### config.mk
export PLATFORM = sky130hd
export DESIGN_NAME = bin_to_bcd_seq_flat
export DESIGN_NICKNAME = d
export VERILOG_FILES = /design/src/rtl/bin_to_bcd_seq_if.sv /design/src/rtl/bin_to_bcd_seq.sv /design/src/flat_wrapper.sv
export SDC_FILE = /design/constraint.sdc
export NUM_CORES = 1
export LEC_CHECK = 0
export BUFFER_PORTS_ARGS = -buffer_cell sky130_fd_sc_hd__buf_2
export CAP_MARGIN = 40
export CORE_UTILIZATION = 50
export DETAILED_ROUTE_END_ITERATION = 7
export HOLD_SLACK_MARGIN = 0.08
export PLACE_DENSITY_LB_ADDON = 0.12
export SLEW_MARGIN = 20
export SYNTH_ARGS = -nofsm -noshare
export SYNTH_HDL_FRONTEND = slang
export SYNTH_SLANG_ARGS = --single-unit
### constraint.sdc
create_clock -name clk -period 2.4 [get_ports clk]
set_clock_uncertainty 0.15 [all_clocks]
set_input_delay 0.36 -clock clk [delete_from_list [all_inputs] [get_ports clk]]
set_output_delay 0.36 -clock clk [all_outputs]
set_load 0.02 [all_outputs]
### src/rtl/bin_to_bcd_seq_if.sv
// Handshake/result bundle for bin_to_bcd_seq.
// master = requester (drives start/bin_in), slave = converter (drives status/result).
interface bin_to_bcd_seq_if #(
  parameter int WIDTH  = 32,
  parameter int DIGITS = 10
);
  localparam int NDW = $clog2(DIGITS + 1);

  logic                  start;
  logic [WIDTH-1:0]      bin_in;
  logic                  busy;
  logic                  done;
  logic [4*DIGITS-1:0]   bcd_out;
  logic [NDW-1:0]        ndigits;

  modport master (
    output start, bin_in,
    input  busy, done, bcd_out, ndigits
  );

  modport slave (
    input  start, bin_in,
    output busy, done, bcd_out, ndigits
  );
endinterface

### src/rtl/bin_to_bcd_seq.sv
// Sequential binary-to-BCD converter (shift-and-add-3, one input bit per clock).
// A start in IDLE latches bin_in; WIDTH shift cycles later the result register,
// the significant-digit count and a one-cycle done pulse are updated together.
// Optional feature macro: BCD_BLANK_EN -- leading (insignificant) digits are
// reported as 4'hF instead of 4'h0; digit 0 is never blanked.
module bin_to_bcd_seq #(
  parameter int WIDTH  = 32,
  parameter int DIGITS = 10
) (
  input  logic               clk,
  input  logic               reset,   // asynchronous, active low
  bin_to_bcd_seq_if.slave    bus
);

  localparam int NDW = $clog2(DIGITS + 1);
  localparam int CW  = $clog2(WIDTH + 1);

  // Value shown on bcd_out when nothing has been converted yet (encoding of zero).
`ifdef BCD_BLANK_EN
  localparam logic [4*DIGITS-1:0] BCD_ZERO = {{(DIGITS-1){4'hF}}, 4'h0};
`else
  localparam logic [4*DIGITS-1:0] BCD_ZERO = '0;
`endif

  typedef enum logic [0:0] {
    IDLE  = 1'b0,
    SHIFT = 1'b1
  } state_t;

  state_t               state_q;
  logic [WIDTH-1:0]     shift_q;
  logic [4*DIGITS-1:0]  scratch_q;
  logic [CW-1:0]        cnt_q;
  logic                 busy_q;
  logic                 done_q;
  logic [4*DIGITS-1:0]  bcd_q;
  logic [NDW-1:0]       ndig_q;

  // Combinational next values for one double-dabble step.
  logic [4*DIGITS-1:0]  scratch_adj;
  logic [4*DIGITS-1:0]  scratch_d;
  logic [4*DIGITS-1:0]  result_d;
  logic [NDW-1:0]       ndig_d;
  // The adjusted MSB of the top digit is shifted out and never used; with a
  // correctly sized DIGITS it is always zero.
  logic                 unused_top_bit;

  // Add-3 correction: every digit >= 5 gets +3 inside its own nibble before the shift.
  genvar gi;
  generate
    for (gi = 0; gi < DIGITS; gi++) begin : g_adj
      logic [3:0] dig;
      assign dig = scratch_q[4*gi +: 4];
      assign scratch_adj[4*gi +: 4] = (dig >= 4'd5) ? (dig + 4'd3) : dig;
    end
  endgenerate

  // Shift {scratch, shift_reg} left by one: the MSB of the binary operand enters digit 0.
  assign scratch_d      = {scratch_adj[4*DIGITS-2:0], shift_q[WIDTH-1]};
  assign unused_top_bit = scratch_adj[4*DIGITS-1];

  // Significant-digit count of the post-shift scratch: highest nonzero digit + 1, minimum 1.
  always_comb begin
    ndig_d = NDW'(1);
    for (int k = 1; k < DIGITS; k++) begin
      if (scratch_d[4*k +: 4] != 4'd0) begin
        ndig_d = NDW'(k + 1);
      end
    end
  end

  // Result formatting: units digit passes straight through, upper digits are
  // either passed through or blanked when they lie above the significant range.
  generate
    for (gi = 0; gi < DIGITS; gi++) begin : g_out
      if (gi == 0) begin : g_units
        assign result_d[3:0] = scratch_d[3:0];
      end else begin : g_upper
`ifdef BCD_BLANK_EN
        assign result_d[4*gi +: 4] = (NDW'(gi) >= ndig_d) ? 4'hF : scratch_d[4*gi +: 4];
`else
        assign result_d[4*gi +: 4] = scratch_d[4*gi +: 4];
`endif
      end
    end
  endgenerate

  // Control FSM with registered busy/done/result; result only changes on the last shift.
  always_ff @(posedge clk or negedge reset) begin
    if (!reset) begin
      state_q   <= IDLE;
      shift_q   <= '0;
      scratch_q <= '0;
      cnt_q     <= '0;
      busy_q    <= 1'b0;
      done_q    <= 1'b0;
      bcd_q     <= BCD_ZERO;
      ndig_q    <= NDW'(1);
    end else begin
      done_q <= 1'b0;
      case (state_q)
        IDLE: begin
          if (bus.start) begin
            shift_q   <= bus.bin_in;
            scratch_q <= '0;
            cnt_q     <= CW'(WIDTH);
            busy_q    <= 1'b1;
            state_q   <= SHIFT;
          end
        end
        SHIFT: begin
          scratch_q <= scratch_d;
          shift_q   <= {shift_q[WIDTH-2:0], 1'b0};
          cnt_q     <= cnt_q - CW'(1);
          if (cnt_q == CW'(1)) begin
            bcd_q   <= result_d;
            ndig_q  <= ndig_d;
            done_q  <= 1'b1;
            busy_q  <= 1'b0;
            state_q <= IDLE;
          end
        end
        default: begin
          state_q <= IDLE;
          busy_q  <= 1'b0;
        end
      endcase
    end
  end

  assign bus.busy    = busy_q;
  assign bus.done    = done_q;
  assign bus.bcd_out = bcd_q;
  assign bus.ndigits = ndig_q;

endmodule

### src/flat_wrapper.sv
// flat-port wrapper written by rule: the top's interface ports become plain ports
module bin_to_bcd_seq_flat 
#(
  parameter int WIDTH  = 32,
  parameter int DIGITS = 10
)
  (clk, reset, bus_start, bus_bin_in, bus_busy, bus_done, bus_bcd_out, bus_ndigits);
  bin_to_bcd_seq_if #(.WIDTH(WIDTH), .DIGITS(DIGITS)) bus_i ();
  input  logic clk;
  input  logic reset;
  input wire logic [$bits(bus_i.start)-1:0] bus_start;
  input wire logic [$bits(bus_i.bin_in)-1:0] bus_bin_in;
  output wire logic [$bits(bus_i.busy)-1:0] bus_busy;
  output wire logic [$bits(bus_i.done)-1:0] bus_done;
  output wire logic [$bits(bus_i.bcd_out)-1:0] bus_bcd_out;
  output wire logic [$bits(bus_i.ndigits)-1:0] bus_ndigits;
  assign bus_i.start = bus_start;
  assign bus_i.bin_in = bus_bin_in;
  assign bus_busy = bus_i.busy;
  assign bus_done = bus_i.done;
  assign bus_bcd_out = bus_i.bcd_out;
  assign bus_ndigits = bus_i.ndigits;
  bin_to_bcd_seq #(.WIDTH(WIDTH), .DIGITS(DIGITS)) u_core (.clk(clk), .reset(reset), .bus(bus_i));
endmodule
* After elaboration in Yosys (flattened, before gate mapping)
Cells that the tools add are included.
** Cells by class
- Add/subtract/negate cells :: 11
- Order comparisons :: 10
- Equal/unequal tests :: 3
- Multiplexer cells :: 33
- Bitwise operators :: 1
- Reductions and logical operators :: 11
** Operators with widths (number)
- $pmux 40 s2 :: 1
- $mux 4 :: 17
- $pmux 32 s2 :: 1
- $ge 4x3->1 const B :: 10
- $mux 40 :: 1
- $add 4x2->4 const B :: 9
- $reduce_bool 4->1 :: 9
- $mux 32 :: 1
- $pmux 6 s2 :: 1
- $eq 6x1->1 const B :: 1
- $mux 1 :: 6
- $mux 6 :: 1
- $sub 6x1->6 const B :: 1
- $ne 2x2->1 const B :: 2
- $pmux 1 s2 :: 2
- $reduce_and 2->1 :: 2
- $add 3x2->3 const B :: 1
- $mux 3 :: 1
- $mux 2 :: 1
- $not 1->1 :: 1
** Word-level totals
- Bits in registers :: 125
- Input port bits :: 35
- Output and inout bits :: 46
- Word-level logic and storage cells :: 77

* Depth between registers and ports, before layout
- Word-level depth :: 12
- Gate-level depth with buffers :: 10
- Depth with buffers taken out :: 10

* Worst setup path after synthesis
Ideal clock, no wire load.
- Kind :: register to register
- Start :: register u_core.scratch_q[32]
- End :: register u_core.ndig_q[3] (netlist: u_core.bus.ndigits[3])
- Setup time :: 0.119 ns
- Data arrival time :: 1.970 ns
- Data required time :: 2.131 ns
- Setup slack :: 0.161 ns
- Cell stages (with the launch flop) :: 10
- Path buffers :: 0
- Period minus slack after synthesis :: 2.239 ns
- Cells stage by stage :: dfrtp_1 -> inv_1 -> ha_1 -> nand2b_2 -> a21oi_4 -> mux2i_1 -> or3_1 -> or2_0 -> nand2b_4 -> o21a_1
** On the way
- Longest elaborated chain between the ends :: 5
** Ends and longest elaborated chain
- start, declared :: RTL line bin_to_bcd_seq.sv:32 : logic [4*DIGITS-1:0] scratch_q;
- start signal, assigned :: RTL line bin_to_bcd_seq.sv:112 : scratch_q <= scratch_d;
- $add 4x2->4 or $ge 4x3->1 (tied branches) :: RTL line bin_to_bcd_seq.sv:54 : assign scratch_adj[4*gi +: 4] = (dig >= 4'd5) ? (dig + 4'd3) : dig;
- $mux 4 (*) :: RTL line bin_to_bcd_seq.sv:54
- $reduce_bool 4->1 :: RTL line bin_to_bcd_seq.sv:66 : if (scratch_d[4*k +: 4] != 4'd0) begin
- $mux 4 :: RTL line bin_to_bcd_seq.sv:66
- $mux 4 (*) :: RTL line bin_to_bcd_seq.sv:66
- end signal, assigned :: RTL line bin_to_bcd_seq.sv:117 : ndig_q <= ndig_d;
- end, declared :: RTL line bin_to_bcd_seq.sv:37 : logic [NDW-1:0] ndig_q;
Mark *: on every way between the ends. The rest lies on a longest branch, timed or not.
A chain may end at the register's enable or synchronous reset.

* Worst setup path in the final report
- Start :: register u_core.scratch_q[33]
- End :: register u_core.ndig_q[3] (netlist: u_core.bus.ndigits[3])
The elaborated chain is that of the path after synthesis.

==> flow_summary.html <==
<table>
<tr><th>Metric</th><th>Value</th></tr>
<tr><th colspan="2">Place</th></tr>
<tr><td>Half-perimeter wire length of the detailed placement result</td><td>9023 um</td></tr>
<tr><td>Placed cell count</td><td>854</td></tr>
<tr><td>Gpl congestion</td><td>0.8203</td></tr>
<tr><td>Count of port buffers added during placement</td><td>80</td></tr>
<tr><th colspan="2">Synthesis</th></tr>
<tr><td>Syn Nets</td><td>696</td></tr>
<tr><td>Register bit total from synthesis</td><td>125</td></tr>
<tr><td>Biggest area contributors in the synthesized netlist</td><td>sky130_fd_sc_hd__dfrtp_1 50%, sky130_fd_sc_hd__nand2_1 8.0%, sky130_fd_sc_hd__mux2i_1 6.8%</td></tr>
<tr><td>Mapped Area</td><td>6167 sq um</td></tr>
<tr><td>Count of yosys warnings during synthesis</td><td>0</td></tr>
<tr><td>Yosys top cell area share</td><td>50.31%</td></tr>
<tr><td>Fraction of the yosys area taken by sequential cells</td><td>50.74%</td></tr>
<tr><td>Count of distinct cell types in the synthesized netlist</td><td>47</td></tr>
<tr><td>Gate Count Post-Synth</td><td>639</td></tr>
<tr><td>Average cell area after synthesis</td><td>9.651 sq um</td></tr>
<tr><td>Cell type contributing the most total cell area after synthesis</td><td>sky130_fd_sc_hd__dfrtp_1</td></tr>
<tr><th colspan="2">Global routing</th></tr>
<tr><td>Met2 track demand over resource</td><td>36.65%</td></tr>
<tr><td>Total Routing Usage GR</td><td>22.72%</td></tr>
<tr><td>Number of global-route vias before repair</td><td>4,787</td></tr>
<tr><td>Global routing usage on met3</td><td>4.981%</td></tr>
<tr><td>First-pass GRT wire length</td><td>22,910 um</td></tr>
<tr><td>Grt ovf</td><td>0</td></tr>
<tr><td>Gr busiest metal</td><td>met2</td></tr>
<tr><td>Initial antenna violation count</td><td>0</td></tr>
<tr><td>Met1 GRT Util</td><td>29.93%</td></tr>
<tr><td>Largest net degree at the start of global routing</td><td>113</td></tr>
<tr><th colspan="2">Job</th></tr>
<tr><td>Maximum Capacitance Violations</td><td>0</td></tr>
<tr><th colspan="2">Layout</th></tr>
<tr><td>Commonest non-fill, non-tap cell in the layout</td><td>sky130_fd_sc_hd__nand2_1</td></tr>
<tr><td>Area of combinational cells with multiple inputs</td><td>2890 sq um</td></tr>
<tr><td>Commonest cells after routing, fill and taps aside</td><td>132 x sky130_fd_sc_hd__nand2_1, 122 x sky130_fd_sc_hd__dfrtp_1, 79 x sky130_fd_sc_hd__buf_2, 76 x sky130_fd_sc_hd__o21ai_0, 41 x sky130_fd_sc_hd__mux2i_1</td></tr>
<tr><td>Layout cells sized above 1</td><td>24.50%</td></tr>
<tr><td>Post-synthesis to final-layout area growth</td><td>23.27%</td></tr>
<tr><td>Filler instances</td><td>1,036</td></tr>
<tr><td>ANT cells</td><td>0</td></tr>
<tr><td>Final instance count without filler cells</td><td>894</td></tr>
<tr><td>Core occupancy in the finished layout</td><td>63.29%</td></tr>
<tr><td>Net count of the finished layout</td><td>791</td></tr>
<tr><td>Reg area</td><td>3132 sq um</td></tr>
<tr><th colspan="2">Power and ir drop</th></tr>
<tr><td>Static Leak</td><td>3.710 nW</td></tr>
<tr><td>Cell Pwr Density</td><td>1481 nW/um^2</td></tr>
<tr><td>Largest voltage drop on the vdd net</td><td>0.0007067 V</td></tr>
<tr><th colspan="2">Outcome</th></tr>
<tr><td>Status</td><td>completed</td></tr>
<tr><th colspan="2">Clock tree</th></tr>
<tr><td>CTS tree</td><td>done</td></tr>
<tr><td>Clock insertion delay at the later pin of the skew report</td><td>420 ps</td></tr>
<tr><td>Number of sinks on the clock net</td><td>125</td></tr>
<tr><td>CTS root buf</td><td>sky130_fd_sc_hd__clkbuf_16</td></tr>
<tr><td>Max clock buf depth</td><td>2</td></tr>
<tr><td>H-tree levels</td><td>4</td></tr>
<tr><td>Inserted Clock Buffers</td><td>17</td></tr>
<tr><td>Clock input transition at the sequential cells of the worst setup and hold paths</td><td>50 ps</td></tr>
<tr><th colspan="2">Critical path</th></tr>
<tr><td>Crit path largest cell delay</td><td>390 ps</td></tr>
<tr><td>Cell with the biggest individual delay on the critical path</td><td>sky130_fd_sc_hd__or3_4</td></tr>
<tr><td>Worst path required time</td><td>2550 ps</td></tr>
<tr><td>CP Class</td><td>register to register</td></tr>
<tr><td>Crit path launch type</td><td>register</td></tr>
<tr><td>Capturing element type of the critical path</td><td>register</td></tr>
<tr><td>Worst endpoint data arrival time</td><td>2450 ps</td></tr>
<tr><td>Critical Path, Cell by Cell</td><td>inv_1 &gt; ha_1 &gt; nand2b_2 &gt; a21oi_4 &gt; mux2i_1 &gt; or3_4 &gt; or2_0 &gt; nand2b_4 &gt; o21a_1</td></tr>
<tr><td>Biggest fanout along the worst timing path</td><td>3</td></tr>
<tr><td>Dominant delay contributor by cell family on the critical path</td><td>simple AND/OR/NAND/NOR gates</td></tr>
<tr><td>Total buffers and inverters traversed by the critical path</td><td>1</td></tr>
<tr><th colspan="2">Routing</th></tr>
<tr><td>Number of DRC markers after the initial detailed-route iteration</td><td>255</td></tr>
<tr><td>Total via count in the routed design</td><td>4,831</td></tr>
<tr><td>Wire length per cell after detailed routing</td><td>15.03 um</td></tr>
<tr><td>Final routed DRC violation total</td><td>0</td></tr>
<tr><td>Detailed Routing Iterations Pass 1</td><td>4</td></tr>
<tr><td>Vias per Instance</td><td>5.404</td></tr>
<tr><td>Antenna violation net count after detailed routing</td><td>0</td></tr>
<tr><td>Detailed-route wire length</td><td>13,430 um</td></tr>
<tr><th colspan="2">Die</th></tr>
<tr><td>Horiz. Die Dim</td><td>113.1 um</td></tr>
<tr><td>Area enclosed by the die boundary</td><td>12,780 sq um</td></tr>
<tr><td>Core box area</td><td>12,010 sq um</td></tr>
<tr><td>Cell row count</td><td>40</td></tr>
<tr><td>Initial core utilization</td><td>51.34%</td></tr>
<tr><td>Top Ports</td><td>81</td></tr>
<tr><td>Die Span Y</td><td>113.1 um</td></tr>
<tr><th colspan="2">Hold path</th></tr>
<tr><td>Hold crit path type</td><td>primary input to register</td></tr>
<tr><th colspan="2">STA</th></tr>
<tr><td>Slew of the pin with the lowest slew margin</td><td>637.0 ps</td></tr>
<tr><td>Setup_tns</td><td>0 ps</td></tr>
<tr><td>Achievable Freq</td><td>435.2 MHz</td></tr>
<tr><td>Setup Viol. Count Final</td><td>0</td></tr>
<tr><td>Post-route fraction of the period consumed by the critical path</td><td>95.74%</td></tr>
<tr><td>Hold WS</td><td>84.86 ps</td></tr>
<tr><td>Hold Fails Final Rpt</td><td>0</td></tr>
<tr><td>Max-slew headroom at the worst pin</td><td>57.09%</td></tr>
<tr><td>Fin. max-slew vios</td><td>0</td></tr>
<tr><td>Clock period minus worst slack</td><td>2298 ps</td></tr>
</table>
per-stage QoR:
step                      setup WS (ps)  power [mW]  cell area [sq um]
after floorplan                   161.3       6.976               6167
after global placement            156.7       8.152               6829
after detailed placement          41.54       8.372               6829
after CTS                         67.25       11.06               7505
after global routing             -95.99       12.12               7602
final                             102.4       11.26               7602
what timing repair did:
item                       CTS  global route
hold buffers                 5             0
setup buffers                0             3
pin swaps                    0             3
setup endpoints to repair    1             4
resized for setup            1            22
hold endpoints to repair    87             0
cell type report:
cell class | instances | share of cell area, %
sequential | 125 | 41.19
timing repair buffer | 107 | 8.789
tap | 147 | 2.419
clock inverter | 4 | 0.9546
clock buffer | 28 | 7.192
inverter | 29 | 1.432
multi-input combinational | 454 | 38.02
flip-flops by register name (all words and copies together) (netlist names):
name and flops:
u_core.bus.done 1, u_core.state_q 1, u_core.shift_q 32, u_core.cnt_q 6
u_core.scratch_q 40, u_core.bus.ndigits 4, u_core.bus.busy 1, u_core.bus.bcd_out 40
routing by layer:
metal | up-vias | part of all wire, %
met4 | 0 | 1.8
met2 | 97 | 48
li1 | 2389 | -
met3 | 22 | 3.4
met5 | - | 0
met1 | 2323 | 47
kinds of logic after synthesis:
group	synth area share, %
buf+inv	3.692
simple gates	15.42
xor+xnor	1.562
flops	50.74
fa+ha+maj	4.463
compound gates	13.84
mux	10.29
worst paths after layout:
| kind | from | end | slack [ps] | cells after the start |
|---|---|---|---|---|
| worst max register to register | u_core.scratch_q[33]$_DFFE_PN0P_ | u_core.bus.ndigits[3]$_DFFE_PN0P_ | 100 | 9 |
| max in group asynchronous | reset | u_core.bus.ndigits[0]$_DFFE_PN1P_ | 1210 | 3 |
| worst max-delay path | u_core.scratch_q[33]$_DFFE_PN0P_ | u_core.bus.ndigits[3]$_DFFE_PN0P_ | 100 | 9 |
| worst min register to register | u_core.cnt_q[5]$_DFFE_PN0P_ | u_core.cnt_q[5]$_DFFE_PN0P_ | 320 | 1 |
| worst min-delay path | bus_bin_in[19] | u_core.shift_q[19]$_DFFE_PN0P_ | 80 | 3 |
| min in group asynchronous | reset | u_core.shift_q[21]$_DFFE_PN0P_ | 240 | 2 |
worst min-delay path: stages:
cell,delay [ps]
sky130_fd_sc_hd__buf_2,70
sky130_fd_sc_hd__mux2i_1,50
sky130_fd_sc_hd__o21ai_0,130
synth_stat cells (all sizes together):
master	count
or4	1
buf	12
mux2i	42
nor4	3
o21a	1
o22ai	11
dfstp	1
xor2	1
nor3b	8
or2	1
a21o	3
or3	2
nand2	132
a21boi	1
o2111ai	1
o21ai	80
o31ai	13
nor3	11
nand2b	12
nand3b	2
a21oi	25
ha	22
clkbuf	19
xnor2	10
and2	3
nand4	1
a31oi	4
mux2	19
nand3	8
a22o	2
o21bai	1
nor2	25
a311oi	1
inv	29
nor2b	2
and4bb	1
a31o	4
dfrtp	124
o2bb2ai	1
where the power goes:
part           switching [mW]  leakage [nW]  internal [mW]  total, mW
Combinational            2.86          1.81           2.05       4.91
Sequential              0.703          1.60           3.02       3.72
Clock                   0.874         0.303           1.75       2.62
Total                    4.43          3.71           6.82       11.3
(Power assumes the default switching activity.)
